<file path="config.mk">
export PLATFORM = sky130hd
export DESIGN_NAME = pcs_tx_ctrl_flat
export DESIGN_NICKNAME = d
export VERILOG_FILES = /design/src/rtl/pcs_tx_ctrl_if.sv /design/src/rtl/pcs_tx_ctrl.sv /design/src/flat_wrapper.sv
export SDC_FILE = /design/constraint.sdc
export NUM_CORES = 1
export LEC_CHECK = 0
export CAP_MARGIN = 0
export CORE_ASPECT_RATIO = 2
export CORE_UTILIZATION = 30
export DETAILED_ROUTE_END_ITERATION = 12
export RECOVER_POWER = 50
export SLEW_MARGIN = 20
export SYNTH_ARGS = -nofsm -noshare
export SYNTH_HDL_FRONTEND = slang
export SYNTH_SLANG_ARGS = --single-unit
</file>
<file path="constraint.sdc">
create_clock -name clock -period 3.2 [get_ports clock]
set_input_delay 0.32 -clock clock [delete_from_list [all_inputs] [get_ports clock]]
set_output_delay 0.32 -clock clock [all_outputs]
set_load 0.005 [all_outputs]
</file>
<file path="src/rtl/pcs_tx_ctrl_if.sv">
// MAC transmit port of the 1000BASE-T PCS transmit sequencer.
// Handshake: a frame start transfers on a clock where mac_tx_en and mac_tx_ready
// are both high. The MAC holds mac_tx_en and the first octet until then, and
// afterwards streams one octet per clock with no backpressure until mac_tx_en falls.
interface pcs_tx_ctrl_if;
  logic       mac_tx_en;
  logic       mac_tx_er;
  logic [7:0] mac_txd;
  logic       mac_tx_ready;

  modport master (output mac_tx_en, output mac_tx_er, output mac_txd, input mac_tx_ready);
  modport slave  (input mac_tx_en, input mac_tx_er, input mac_txd, output mac_tx_ready);
endinterface

</file>
<file path="src/rtl/pcs_tx_ctrl.sv">
// Transmit sequencer feeding the 1000BASE-T PCS symbol encoder (ZERO/IDLE/XMIT/ESD/IPG).
// Define PCS_TX_STATS_EN to build the saturating frame/abort statistics counters.
module pcs_tx_ctrl #(
  parameter int MIN_IPG = 12,
  parameter int N_W     = 32,
  parameter int STAT_W  = 16
) (
  input  logic              clock,
  input  logic              reset,
  pcs_tx_ctrl_if.slave      mac,
  input  logic [1:0]        tx_mode_req,
  input  logic              loc_rcvr_status,
  output logic              enc_tx_enable,
  output logic              enc_tx_error,
  output logic [7:0]        enc_tx_data,
  output logic              enc_tx_mode,
  output logic              enc_send_z,
  output logic [N_W-1:0]    enc_n,
  output logic [N_W-1:0]    enc_n0,
  output logic              enc_loc_rcvr_status,
  output logic [2:0]        state_o,
  output logic [STAT_W-1:0] frame_cnt,
  output logic [STAT_W-1:0] abort_cnt
);

  typedef enum logic [2:0] {
    ST_ZERO = 3'd0,
    ST_IDLE = 3'd1,
    ST_XMIT = 3'd2,
    ST_ESD  = 3'd3,
    ST_IPG  = 3'd4
  } state_t;

  // One counter serves both the 2-cycle ESD and the MIN_IPG gap.
  localparam int CNT_W = (MIN_IPG > 2) ? $clog2(MIN_IPG) : 1;

  state_t           state, state_nx;
  logic [CNT_W-1:0] cnt, cnt_nx;
  logic             aborted, aborted_nx;
  logic             en_nx, err_nx, mode_nx, ready_nx;
  logic [7:0]       data_nx;
  logic [N_W-1:0]   n_nx, n0_nx;
  logic             mode_z, mode_n;

  assign mode_z  = (tx_mode_req == 2'd0) || (tx_mode_req == 2'd3);
  assign mode_n  = (tx_mode_req == 2'd2);
  assign state_o = state;

  always_comb begin
    state_nx   = state;
    cnt_nx     = cnt;
    aborted_nx = aborted;
    en_nx      = 1'b0;
    err_nx     = 1'b0;
    data_nx    = 8'h00;
    n0_nx      = enc_n0;
    case (state)
      ST_ZERO: begin
        if (!mode_z) state_nx = ST_IDLE;
      end
      ST_IDLE: begin
        if (mac.mac_tx_en && mac.mac_tx_ready) begin
          state_nx   = ST_XMIT;
          n0_nx      = enc_n;
          en_nx      = 1'b1;
          data_nx    = mac.mac_txd;
          err_nx     = mac.mac_tx_er;
          aborted_nx = 1'b0;
        end
      end
      ST_XMIT: begin
        // Receiver loss poisons every octet after the one it was seen on.
        if (!loc_rcvr_status) aborted_nx = 1'b1;
        if (mac.mac_tx_en) begin
          en_nx   = 1'b1;
          data_nx = mac.mac_txd;
          err_nx  = mac.mac_tx_er | aborted;
        end else if (mac.mac_tx_er && (mac.mac_txd == 8'h0F)) begin
          data_nx = mac.mac_txd;
          err_nx  = 1'b1;
        end else begin
          state_nx = ST_ESD;
          cnt_nx   = '0;
        end
      end
      ST_ESD: begin
        if (cnt == CNT_W'(1)) begin
          state_nx = ST_IPG;
          cnt_nx   = '0;
        end else begin
          cnt_nx = cnt + CNT_W'(1);
        end
      end
      ST_IPG: begin
        if (cnt == CNT_W'(MIN_IPG - 1)) state_nx = ST_IDLE;
        else                            cnt_nx   = cnt + CNT_W'(1);
      end
      default: state_nx = ST_ZERO;
    endcase

    if (mode_z) begin
      state_nx   = ST_ZERO;
      en_nx      = 1'b0;
      err_nx     = 1'b0;
      data_nx    = 8'h00;
      n0_nx      = enc_n0;
      aborted_nx = 1'b0;
    end

    ready_nx = (state_nx == ST_IDLE) && mode_n && loc_rcvr_status;
    n_nx     = (state_nx != ST_ZERO) ? enc_n + N_W'(1) : enc_n;
    if (state_nx == ST_ZERO)      mode_nx = 1'b0;
    else if (state_nx == ST_IDLE) mode_nx = mode_n;
    else                          mode_nx = enc_tx_mode;
  end

  always_ff @(posedge clock or posedge reset) begin
    if (reset) begin
      state               <= ST_ZERO;
      cnt                 <= '0;
      aborted             <= 1'b0;
      enc_tx_enable       <= 1'b0;
      enc_tx_error        <= 1'b0;
      enc_tx_data         <= 8'h00;
      enc_tx_mode         <= 1'b0;
      enc_send_z          <= 1'b1;
      enc_n               <= '0;
      enc_n0              <= '0;
      enc_loc_rcvr_status <= 1'b0;
      mac.mac_tx_ready    <= 1'b0;
    end else begin
      state               <= state_nx;
      cnt                 <= cnt_nx;
      aborted             <= aborted_nx;
      enc_tx_enable       <= en_nx;
      enc_tx_error        <= err_nx;
      enc_tx_data         <= data_nx;
      enc_tx_mode         <= mode_nx;
      enc_send_z          <= (state_nx == ST_ZERO);
      enc_n               <= n_nx;
      enc_n0              <= n0_nx;
      enc_loc_rcvr_status <= loc_rcvr_status;
      mac.mac_tx_ready    <= ready_nx;
    end
  end

`ifdef PCS_TX_STATS_EN
  logic start_evt, abort_evt;

  assign start_evt = (state == ST_IDLE) && mac.mac_tx_en && mac.mac_tx_ready && !mode_z;
  // At most one abort per frame: the sticky flag blocks a second count.
  assign abort_evt = (state == ST_XMIT) && !aborted && (!loc_rcvr_status || mode_z);

  always_ff @(posedge clock or posedge reset) begin
    if (reset) begin
      frame_cnt <= '0;
      abort_cnt <= '0;
    end else begin
      if (start_evt && !(&frame_cnt)) frame_cnt <= frame_cnt + STAT_W'(1);
      if (abort_evt && !(&abort_cnt)) abort_cnt <= abort_cnt + STAT_W'(1);
    end
  end
`else
  assign frame_cnt = '0;
  assign abort_cnt = '0;
`endif

endmodule

</file>
<file path="src/flat_wrapper.sv">
// flat-port wrapper written by rule: the top's interface ports become plain ports
module pcs_tx_ctrl_flat 
#(
  parameter int MIN_IPG = 12,
  parameter int N_W     = 32,
  parameter int STAT_W  = 16
)
  (clock, reset, tx_mode_req, loc_rcvr_status, enc_tx_enable, enc_tx_error, enc_tx_data, enc_tx_mode, enc_send_z, enc_n, enc_n0, enc_loc_rcvr_status, state_o, frame_cnt, abort_cnt, mac_mac_tx_en, mac_mac_tx_er, mac_mac_txd, mac_mac_tx_ready);
  pcs_tx_ctrl_if mac_i ();
  input  logic clock;
  input  logic reset;
  input  logic [1:0] tx_mode_req;
  input  logic loc_rcvr_status;
  output logic enc_tx_enable;
  output logic enc_tx_error;
  output logic [7:0] enc_tx_data;
  output logic enc_tx_mode;
  output logic enc_send_z;
  output logic [N_W-1:0] enc_n;
  output logic [N_W-1:0] enc_n0;
  output logic enc_loc_rcvr_status;
  output logic [2:0] state_o;
  output logic [STAT_W-1:0] frame_cnt;
  output logic [STAT_W-1:0] abort_cnt;
  input wire logic [$bits(mac_i.mac_tx_en)-1:0] mac_mac_tx_en;
  input wire logic [$bits(mac_i.mac_tx_er)-1:0] mac_mac_tx_er;
  input wire logic [$bits(mac_i.mac_txd)-1:0] mac_mac_txd;
  output wire logic [$bits(mac_i.mac_tx_ready)-1:0] mac_mac_tx_ready;
  assign mac_i.mac_tx_en = mac_mac_tx_en;
  assign mac_i.mac_tx_er = mac_mac_tx_er;
  assign mac_i.mac_txd = mac_mac_txd;
  assign mac_mac_tx_ready = mac_i.mac_tx_ready;
  pcs_tx_ctrl #(.MIN_IPG(MIN_IPG), .N_W(N_W), .STAT_W(STAT_W)) u_core (.clock(clock), .reset(reset), .mac(mac_i), .tx_mode_req(tx_mode_req), .loc_rcvr_status(loc_rcvr_status), .enc_tx_enable(enc_tx_enable), .enc_tx_error(enc_tx_error), .enc_tx_data(enc_tx_data), .enc_tx_mode(enc_tx_mode), .enc_send_z(enc_send_z), .enc_n(enc_n), .enc_n0(enc_n0), .enc_loc_rcvr_status(enc_loc_rcvr_status), .state_o(state_o), .frame_cnt(frame_cnt), .abort_cnt(abort_cnt));
endmodule
</file>
After elaboration in Yosys (flattened, before gate mapping)
Index checks and enable logic that the tools add are counted.

word-level totals
  logic and storage cells = 78
  bits in registers = 86

operators by class
  reduce and logical (&&, ||, !) cells = 15
  equal/unequal tests = 15
  $add $sub $neg = 2
  bitwise gates (word level) = 2
  multiplexer cells = 32

operator list
  operator                 count
  $add A32 B1 Y32 const B  1
  $mux W8                  4
  $mux W3                  6
  $mux W4                  4
  $pmux W8 S2              1
  $pmux W3 S5              1
  $mux W1                  12
  $pmux W4 S3              1
  $reduce_bool A3 Y1       3
  $eq A8 B4 Y1 const B     1
  $eq A3 B1 Y1 const B     2
  $eq A3 B2 Y1 const B     2
  $logic_not A3 Y1         2
  $ne A2 B2 Y1 const B     3
  $pmux W1 S2              3
  $reduce_and A3 Y1        2
  $add A4 B1 Y4 const B    1
  $eq A2 B2 Y1 const B     2
  $eq A4 B1 Y1 const B     1
  $eq A4 B4 Y1 const B     1
  $logic_and A1 B1 Y1      4
  $reduce_and A4 Y1        1
  $eq A3 B3 Y1 const B     1
  $ne A3 B1 Y1 const B     1
  other kinds (6)          6

Logic depth before layout (Yosys ltp)
Gate-level depths: netlist of the first run.

  depth after elaboration = 9
  depth in mapped cells = 7
  mapped depth without buffers = 6

Worst setup path before layout of the first run
No wires, ideal clock.

  path kind = input to register
  start point = in tx_mode_req[0]
  end point = reg u_core.enc_n[27]
  data arrival time = 1.907 ns
  path buffers = 1
  setup slack = 1.214 ns
  stages = 7
  required time = 3.121 ns
  cells stage by stage = inv_1 ha_1 buf_2 and3b_1 nand3_1 nor4b_1 xor2_1

on the way
  longest elaborated chain between the ends = 4
  elaborated cells between the ends (all ways) = 5
  those cells by class = eq/ne: 1; mux: 1; reduce/logical: 3

ends and longest elaborated chain
  item                                                     RTL line            text
  start: declaration                                       flat_wrapper.sv:12  input logic [1:0] tx_mode_req;
  $eq A2 B2 Y1 / $logic_not A2 Y1 (equally long branches)  pcs_tx_ctrl.sv:45   assign mode_z = (tx_mode_req == 2'd0) || (tx_mode_req == 2'd3);
  $logic_or A1 B1 Y1 *                                     pcs_tx_ctrl.sv:45
  $mux W3 *                                                pcs_tx_ctrl.sv:101  if (mode_z) begin
  $reduce_bool A3 Y1 *                                     pcs_tx_ctrl.sv:111  n_nx = (state_nx != ST_ZERO) ? enc_n + N_W'(1) : enc_n;
  end signal: assignment                                   pcs_tx_ctrl.sv:140  enc_n <= n_nx;
  end: declaration                                         pcs_tx_ctrl.sv:18   output logic [N_W-1:0] enc_n,

Mark *: on every way between the ends. The rest lies on a longest branch, timed or not.
A chain may end at the register's enable or synchronous reset.

Worst setup path in the final report of the first run
  start point = in tx_mode_req[0]
  end point = reg u_core.enc_n[29]

The elaborated chain is that of the path after synthesis.

==> qor.yml, run 1 <==
post_cts_resized: 0
hold_ws_ns: 0.4957
p_sw_w: 0.0006585
path_cells: "clkdlybuf4s50_1 -> inv_1 -> ha_1 -> and3b_1 -> nand3_1 -> nor4_1 -> xor2_1"
dr.pass1.iters: 6
power.static_leakage_nw: 2.593
coreArea_um2: 12920
drv_cap: 1
synth_edf_count: 0
drtIter0Drc: 143
wl_per_cell_um: 15.11
p_seq_share_pct: 46.8
p_per_area_nw_per_um2: 515.9
postCtsSetupBuffers: 0
synth_ff_type: "dfrtp_1"
nNetsFinal: 445
syn_to_final_growth_pct: 33.68
violations: "max-capacitance violations, max-slew violations"
pwr-share-clk_pct: 40.4
htree_levels: 3
criticalPathCategory: "in2reg"
post_dp_cell_area_um2: 4979
multi_input_area_um2: 1598
grt_max_degree: 50
cts.root.buffer_cell: "clkbuf_16"
clk_pin_slew_worst_paths_ns: 0.06
track_usage_pct: 13.40
initial_core_util_pct: 30.65
ff2ff_path_depth: 4
die-height_um: 164.5
hold_path_startpoint: "u_core.enc_n0[5]"
hold_viol_final: 0
drive_gt1_share_pct: 14.39
dieArea_um2: 13690
cts_buffer_depth: 2
hold_depth: 1
viasPerCell: 4.696
cts_hold_buf: 0
port_buffers: 95
cts_tree: "done"
antenna_found_initial: 0
grt_overflow_total: 0
final_area_um2: 5294
skew_ns: 0.008048
post-route-drc-count: 0
grt_pass1_wl_um: 14140
insertedDiodeCount: 0
end_kind: "flop"
hold_path_class: "reg2reg"
wl_um: 8807
cp_slowest_stage_delay_ns: 0.49
path_buf_inv: 2
crit_arrival_ns: 2.65
syn_inst: 327
fin_crit_sh_pct: 74.57
reg2reg_from: "u_core.state_o[1]"
worst_slew_pin_slew_ns: 1.808
crit_family: "simple AND/OR/NAND/NOR gates"
r2r_end: "u_core.enc_n0[30]"
fin_tns_setup_ns: 0
num_io_pins: 128
hold_end: "u_core.enc_n0[5]"
critPathMaxFanout: 10
fp-row-count: 59
slew_violations: 38
vdd_drop_max_uv: 258.8
die_w_um: 83.24
yosysWarnings: 0
drtAntennaViolNets: 0
ys_ff_latch: 86
reg2reg_slack_ns: 0.99
internal_power_w: 0.002073
swShare_pct: 24.11
period_minus_slack_ns: 2.386
slowest_stage: "nor4_1"
grt_pass1_vias: 2734
yosysSeqAreaShare_pct: 54.38
yosysUniqueCellTypes: 49
cp-start-kind: "input port"
avgSynthCellArea_um2: 12.11
async_flop_share_pct: 100.0
dr_total_vias: 2738
outcome: "complete, but fails checks"
cts_num_sinks: 86
regArea_um2: 2153
relSlewSlack_pct: -21.20
combPwrFrac_pct: 12.8
clk_latency_ns: 0.34
fmax_ghz: 0.4191
cts_buffers: 9
netlist_area_um2: 3960
fillers: 1212
routabilityCongestion: 0.8321
cp_data_required_time_ns: 3.46
finalSetupViolations: 0
rsz0062_at_grt: "false"
dp.final_hpwl_um: 6482
==> flip-flops by register name (all words and copies together), names as in the netlist <==
register,cells
u_core.mac.mac_tx_ready,1
u_core.aborted,1
u_core.enc_n0,32
u_core.enc_n,32
u_core.state_o,3
u_core.enc_tx_mode,1
u_core.enc_tx_error,1
u_core.enc_tx_data,8
u_core.cnt,4
u_core.enc_send_z,1
u_core.enc_loc_rcvr_status,1
u_core.enc_tx_enable,1
==> layout make-up <==
| type | instances | area share, % |
|---|---|---|
| Multi-Input combinational cell | 221 | 30.18 |
| Timing Repair Buffer | 98 | 18.86 |
| Tap cell | 152 | 3.593 |
| Inverter | 10 | 0.7327 |
| Sequential cell | 86 | 40.68 |
| Clock inverter | 6 | 1.631 |
| Clock buffer | 10 | 4.325 |
==> synth_stat cells, drive strengths merged, types with 4 or more instances <==
library cell,number,area [um2]
buf,39,280.3
nor3b,4,30.03
nor4,8,95.09
and2,8,50.05
nor3,12,60.06
nor2,8,30.03
nand2b,5,31.28
inv,10,37.54
nand3,14,75.07
ha,4,50.05
and4,4,35.03
mux2,35,394.1
and3,4,25.02
nand2,17,63.81
xnor2,14,122.6
xor2,18,157.7
dfrtp,85,2127
==> metal layers <==
layer | up-vias | GRT usage, % | routed length (um)
li1 | 1268 | - | -
met1 | 1361 | 13.89 | 3293
met2 | 89 | 24.40 | 4852
met3 | 20 | 3.448 | 398
met4 | 0 | 7.445 | 263
met5 | - | 0 | 0
==> layout by cell type, fill, tap and decap left out, drive strengths merged, types with 5 or more instances in the layout <==
| cell | netlist | layout |
|---|---|---|
| inv | 10 | 9 |
| nor4 | 8 | 8 |
| nand2 | 17 | 17 |
| nor2 | 8 | 8 |
| dfrtp | 85 | 85 |
| nor3 | 12 | 12 |
| nand3 | 14 | 14 |
| nand2b | 5 | 5 |
| conb | 1 | 32 |
| mux2 | 35 | 35 |
| dlygate4sd3 | 0 | 38 |
| xor2 | 18 | 18 |
| xnor2 | 14 | 14 |
| clkdlybuf4s50 | 0 | 57 |
| clkbuf | 2 | 10 |
| and2 | 8 | 8 |
==> cell families after synthesis <==
| logic type | synth area share [%] |
|---|---|
| flip-flops | 54.38 |
| buffers and inverters | 8.215 |
| AND/OR/NAND/NOR | 15.61 |
| adder cells (fa/ha/maj) | 1.264 |
| other | 0.09470 |
| AO/OA/AOI/OAI | 3.160 |
| XOR/XNOR | 7.077 |
| multiplexers | 10.21 |
==> power by group through the flow <==
stage / Clock, W / Sequential (W) / Combinational (W)
floorplan: 0 / 0.00127 / 0.000186
global placement: 0 / 0.00130 / 0.000357
detailed placement: 0 / 0.00130 / 0.000362
CTS: 0.00113 / 0.00128 / 0.000363
global route: 0.00119 / 0.00130 / 0.000393
finish: 0.00110 / 0.00128 / 0.000350
==> worst max path at each step <==
stage	from	to	slack (ns)	depth (start not counted)
after floorplan	reset	u_core.aborted	0.66	1
after global placement	tx_mode_req[0]	u_core.enc_n[15]	0.52	7
after detailed placement	tx_mode_req[0]	u_core.enc_tx_data[2]	0.46	6
after CTS	tx_mode_req[0]	u_core.enc_tx_data[2]	0.82	6
after global routing	tx_mode_req[0]	u_core.enc_n[29]	0.57	7
final	tx_mode_req[0]	u_core.enc_n[29]	0.81	7
==> per-stage QoR <==
| stage | worst slack (ns) | cells | power, W | utilization [%] |
|---|---|---|---|---|
| global placement | 0.5173 | 567 | 0.001656 | 38.54 |
| global route | 0.5710 | 583 | 0.002878 | 40.98 |
| floorplan | 0.6598 | 358 | 0.001458 | - |
| CTS | 0.8162 | 583 | 0.002782 | 40.98 |
| detailed placement | 0.4577 | 567 | 0.001666 | 38.54 |
| finish | 0.8137 | 583 | 0.002731 | 40.98 |
No activity file was read; power rests on OpenSTA's default activity.
==> inputs of run 2 (changes only) <==
- clock period: 3.2 -> 2.5 ns (I/O delays scaled with it)
==> qor.yml, run 2 (synthesis results as in run 1) <==
dr.pass1.iters: 6
skew_ns: 0.009912
die_w_um: 83.24
power.static_leakage_nw: 2.647
grt_pass1_wl_um: 14410
reg2reg_slack_ns: 0.42
reg2reg_from: "u_core.state_o[1]"
top_regs: "u_core.enc_n0 x32, u_core.enc_n x32, u_core.enc_tx_data x8"
outcome: "finished clean"
routabilityCongestion: 0.7532
hold_path_class: "in2reg"
clk_pin_slew_worst_paths_ns: 0.06
postCtsSetupBuffers: 0
fin_tns_setup_ns: 0
slew_violations: 0
drive_gt1_share_pct: 15.65
vdd_drop_max_uv: 415.1
slowest_stage: "o31ai_1"
clk_latency_ns: 0.34
path_cells: "nor2b_1 -> nand2b_1 -> o31ai_1 -> and2_1"
final_common_cell: "dfrtp_1"
cts_hold_buf: 0
cts_buffer_depth: 2
hold_path_startpoint: "mac_mac_txd[1]"
p_per_area_nw_per_um2: 684.1
grt_max_degree: 54
coreArea_um2: 12920
rsz0062_at_grt: "false"
drtAntennaViolNets: 0
nNetsFinal: 455
finalSetupViolations: 0
fin_crit_sh_pct: 83.25
syn_to_final_growth_pct: 36.21
grt_pass1_vias: 2802
final_cell_count_no_fill: 593
cp-startpoint: "u_core.state_o[1]"
grt_overflow_total: 0
relSlewSlack_pct: 4.330
dp.cells: 577
die-height_um: 164.5
end_kind: "flop"
criticalPathCategory: "reg2reg"
crit_arrival_ns: 2.35
dp.final_hpwl_um: 6720
wl_um: 8921
cp_data_required_time_ns: 2.77
utilization_pct: 41.75
htree_levels: 3
fmax_ghz: 0.4805
drv_cap: 0
dr_total_vias: 2766
cts.root.buffer_cell: "clkbuf_16"
post_cts_resized: 0
hold_viol_final: 0
num_io_pins: 128
drtIter0Drc: 79
viasPerCell: 4.664
period_minus_slack_ns: 2.081
cts_buffers: 9
cp-start-kind: "flop"
final_cell_mix: "85 x dfrtp_1, 55 x clkdlybuf4s50_1, 40 x dlygate4sd3_1"
critPathMaxFanout: 9
insertedDiodeCount: 0
wl_per_cell_um: 15.04
dieArea_um2: 13690
cp_slowest_stage_delay_ns: 0.77
initial_core_util_pct: 30.65
cts_num_sinks: 86
track_usage_pct: 13.65
port_buffers: 95
fp-row-count: 59
post-route-drc-count: 0
worst_slew_pin_slew_ns: 1.427
antenna_found_initial: 0
cts_tree: "done"
==> run 2: changes by cell type in the layout (fill, tap and decap cells not counted) <==
cell / change
buf_4: +10
clkbuf_1: +3
bufinv_16: +2
clkdlybuf4s50_1: -2
clkinv_2: -2
dlygate4sd3_1: +2
buf_12: -1
clkinv_4: -1
clkinvlp_4: -1
==> run 2: layout make-up <==
class                           instances  area (um2)
Clock inverter                          4       120.1
Clock buffer                           12       236.5
Multi-Input combinational cell        221        1598
Fill cell                            1220        7525
Inverter                               10       38.79
Tap cell                              152       190.2
Timing Repair Buffer                  108        1057
Sequential cell                        86        2153
==> run 2: critical path: cells and delay by family (launching register included) <==
kind            cells  cell delay (ns)
flops               1             0.50
simple gates        3             0.76
compound gates      1             0.77
==> run 2: through the flow <==
stage | setup slack, ns | area [um2] | total power, W | hold slack, ns
3_3_place_gp | 0.1525 | 5041 | 0.002123 | 0.4861
6_report | 0.4188 | 5394 | 0.003690 | 0.4934
4_1_cts | 0.3894 | 5398 | 0.003765 | 0.2839
5_1_grt | 0.2700 | 5394 | 0.003860 | 0.5031
3_5_place_dp | 0.1346 | 5041 | 0.002139 | 0.4917
2_1_floorplan | 0.02981 | 4076 | 0.001866 | 0.2814
==> run 2: path summary, 6_finish.rpt <==
check                                        end  cells after the start
min in group asynchronous   u_core.enc_tx_enable                      2
setup / recovery           u_core.enc_tx_data[5]                      4
setup reg to reg           u_core.enc_tx_data[5]                      4
max in group asynchronous      u_core.enc_n0[21]                      3
hold reg to reg                u_core.enc_n0[21]                      1
hold / removal             u_core.enc_tx_data[1]                      2
==> run 2: report_power, final <==
part / internal (W) / switching [W] / total [W]
logic: 0.000281 / 0.000176 / 0.000458
clock network: 0.00108 / 0.000524 / 0.00160
registers: 0.00150 / 0.000128 / 0.00163
total: 0.00286 / 0.000828 / 0.00369
==> run 2: per-layer routing <==
layer	routed length, um	vias to the layer above	GRT usage [%]
li1	-	1292	-
met1	3249	1360	14.08
met2	4941	97	25.11
met3	434	17	3.498
met4	295	0	7.210
met5	0	-	0
==> inputs of run 3 (changes only) <==
- clock period: 2.5 -> 1.9 ns (I/O delays scaled with it)
==> qor.yml, run 3 (synthesis results as in run 1) <==
outcome: "finished clean"
criticalPathCategory: "reg2reg"
cts_buffer_depth: 2
crit_arrival_ns: 2.00
syn_to_final_growth_pct: 43.70
drtIter0Drc: 52
cts.root.buffer_cell: "clkbuf_16"
relSlewSlack_pct: 50.46
port_buffers: 95
pwr-share-clk_pct: 41.6
vdd_drop_max_uv: 655.2
routabilityCongestion: 0.8385
clk_pin_slew_worst_paths_ns: 0.06
htree_levels: 3
internal_power_w: 0.003756
top_regs: "u_core.enc_n0 x32, u_core.enc_n x32, u_core.enc_tx_data x8"
grt_pass1_wl_um: 15060
initial_core_util_pct: 30.65
cp-startpoint: "u_core.cnt[1]"
drive_gt1_share_pct: 23.95
cts_buffers: 9
slowest_stage: "or3b_2"
critPathMaxFanout: 5
num_io_pins: 128
postCtsSetupBuffers: 0
skew_ns: 0.004892
wl_per_cell_um: 14.50
grt_overflow_total: 0
antenna_found_initial: 0
hold_path_class: "in2async"
drtAntennaViolNets: 0
hold_ws_ns: 0.3987
end_kind: "flop"
grt_pass1_vias: 2972
hold_viol_final: 0
dr.pass1.iters: 6
slew_violations: 0
cts_tree: "done"
worst_slew_pin_slew_ns: 0.7391
cp-start-kind: "flop"
die_w_um: 83.24
cp_slowest_stage_delay_ns: 0.45
fmax_ghz: 0.5624
dp.final_hpwl_um: 7058
nNetsFinal: 491
cts_num_sinks: 86
path_cells: "inv_1 -> ha_1 -> or3b_2 -> a31oi_1 -> buf_4 -> nor2_1 -> mux2_2"
dieArea_um2: 13690
coreArea_um2: 12920
fin_tns_setup_ns: 0
reg2reg_from: "u_core.cnt[1]"
clk_latency_ns: 0.34
p_per_area_nw_per_um2: 859.5
insertedDiodeCount: 0
drv_cap: 0
fin_crit_sh_pct: 93.59
finalSetupViolations: 0
viasPerCell: 4.624
period_minus_slack_ns: 1.778
die-height_um: 164.5
path_buf_inv: 2
crit_family: "simple AND/OR/NAND/NOR gates"
post-route-drc-count: 0
cp_data_required_time_ns: 2.13
power.static_leakage_nw: 2.813
wl_um: 9108
utilization_pct: 44.05
grt_max_degree: 51
post_cts_resized: 0
dr_total_vias: 2904
fillers: 1212
final_common_cell: "dfrtp_1"
fp-row-count: 59
swShare_pct: 23.22
final_cell_mix: "85 x dfrtp_1, 59 x clkdlybuf4s50_1, 45 x buf_4"
combPwrFrac_pct: 16.0
track_usage_pct: 14.26
cts_hold_buf: 0
p_sw_w: 0.001135
p_seq_share_pct: 42.4
rsz0062_at_grt: "false"
## run 3: cell types whose count changed in the layout (fill, tap and decap cells not counted), sizes merged
cell           previous run  this run
dlygate4sd3              40        36
clkinvlp                  1         2
inv                       9        10
buf                      12        46
clkdlybuf4s50            55        59
bufinv                    4         3
## run 3: through the flow
step           setup WS, ns  total power (W)  std cells  area [um2]
3_3_place_gp        -0.3254         0.002909        613        5326
3_5_place_dp        -0.3172         0.002929        613        5326
2_1_floorplan       0.04411         0.002456        358        4080
6_report             0.1218         0.004891        628        5690
5_1_grt             0.02688         0.005125        628        5690
4_1_cts             0.03845         0.004977        628        5672
## run 3: final timing paths
check                                   endpoint  slack, ns  depth (start not counted)
max                                u_core.cnt[0]       0.12                          7
max in group asynchronous        u_core.enc_n[4]       0.33                          3
min                             u_core.enc_n0[9]       0.40                          2
max reg2reg                        u_core.cnt[0]       0.12                          7
min reg2reg                    u_core.enc_n0[18]       0.50                          1
min in group clock         u_core.enc_tx_data[0]       0.42                          2
## run 3: cell type report
| type | count | area [um2] | share of cell area [%] |
|---|---|---|---|
| clock buffers | 10 | 239.0 | 4.200 |
| clock inverters | 5 | 106.4 | 1.869 |
| inverters | 10 | 38.79 | 0.6816 |
| multi-input cells | 221 | 1638 | 28.78 |
| flip-flops and latches | 86 | 2153 | 37.84 |
| well taps | 152 | 190.2 | 3.342 |
| repair buffers | 144 | 1325 | 23.28 |
## run 3: routing by layer
layer	GRT usage (%)	share of wire (%)
met5	0	0
met4	8.856	3.4
met3	2.349	3.3
met2	27.12	59
met1	14.25	34
## run 3: power by group through the flow
stage | registers [W] | logic (W) | clock network, W
2_1_floorplan | 0.00214 | 0.000314 | 0
3_3_place_gp | 0.00210 | 0.000806 | 0
3_5_place_dp | 0.00211 | 0.000815 | 0
4_1_cts | 0.00208 | 0.000818 | 0.00208
5_1_grt | 0.00209 | 0.000875 | 0.00216
6_report | 0.00207 | 0.000785 | 0.00203
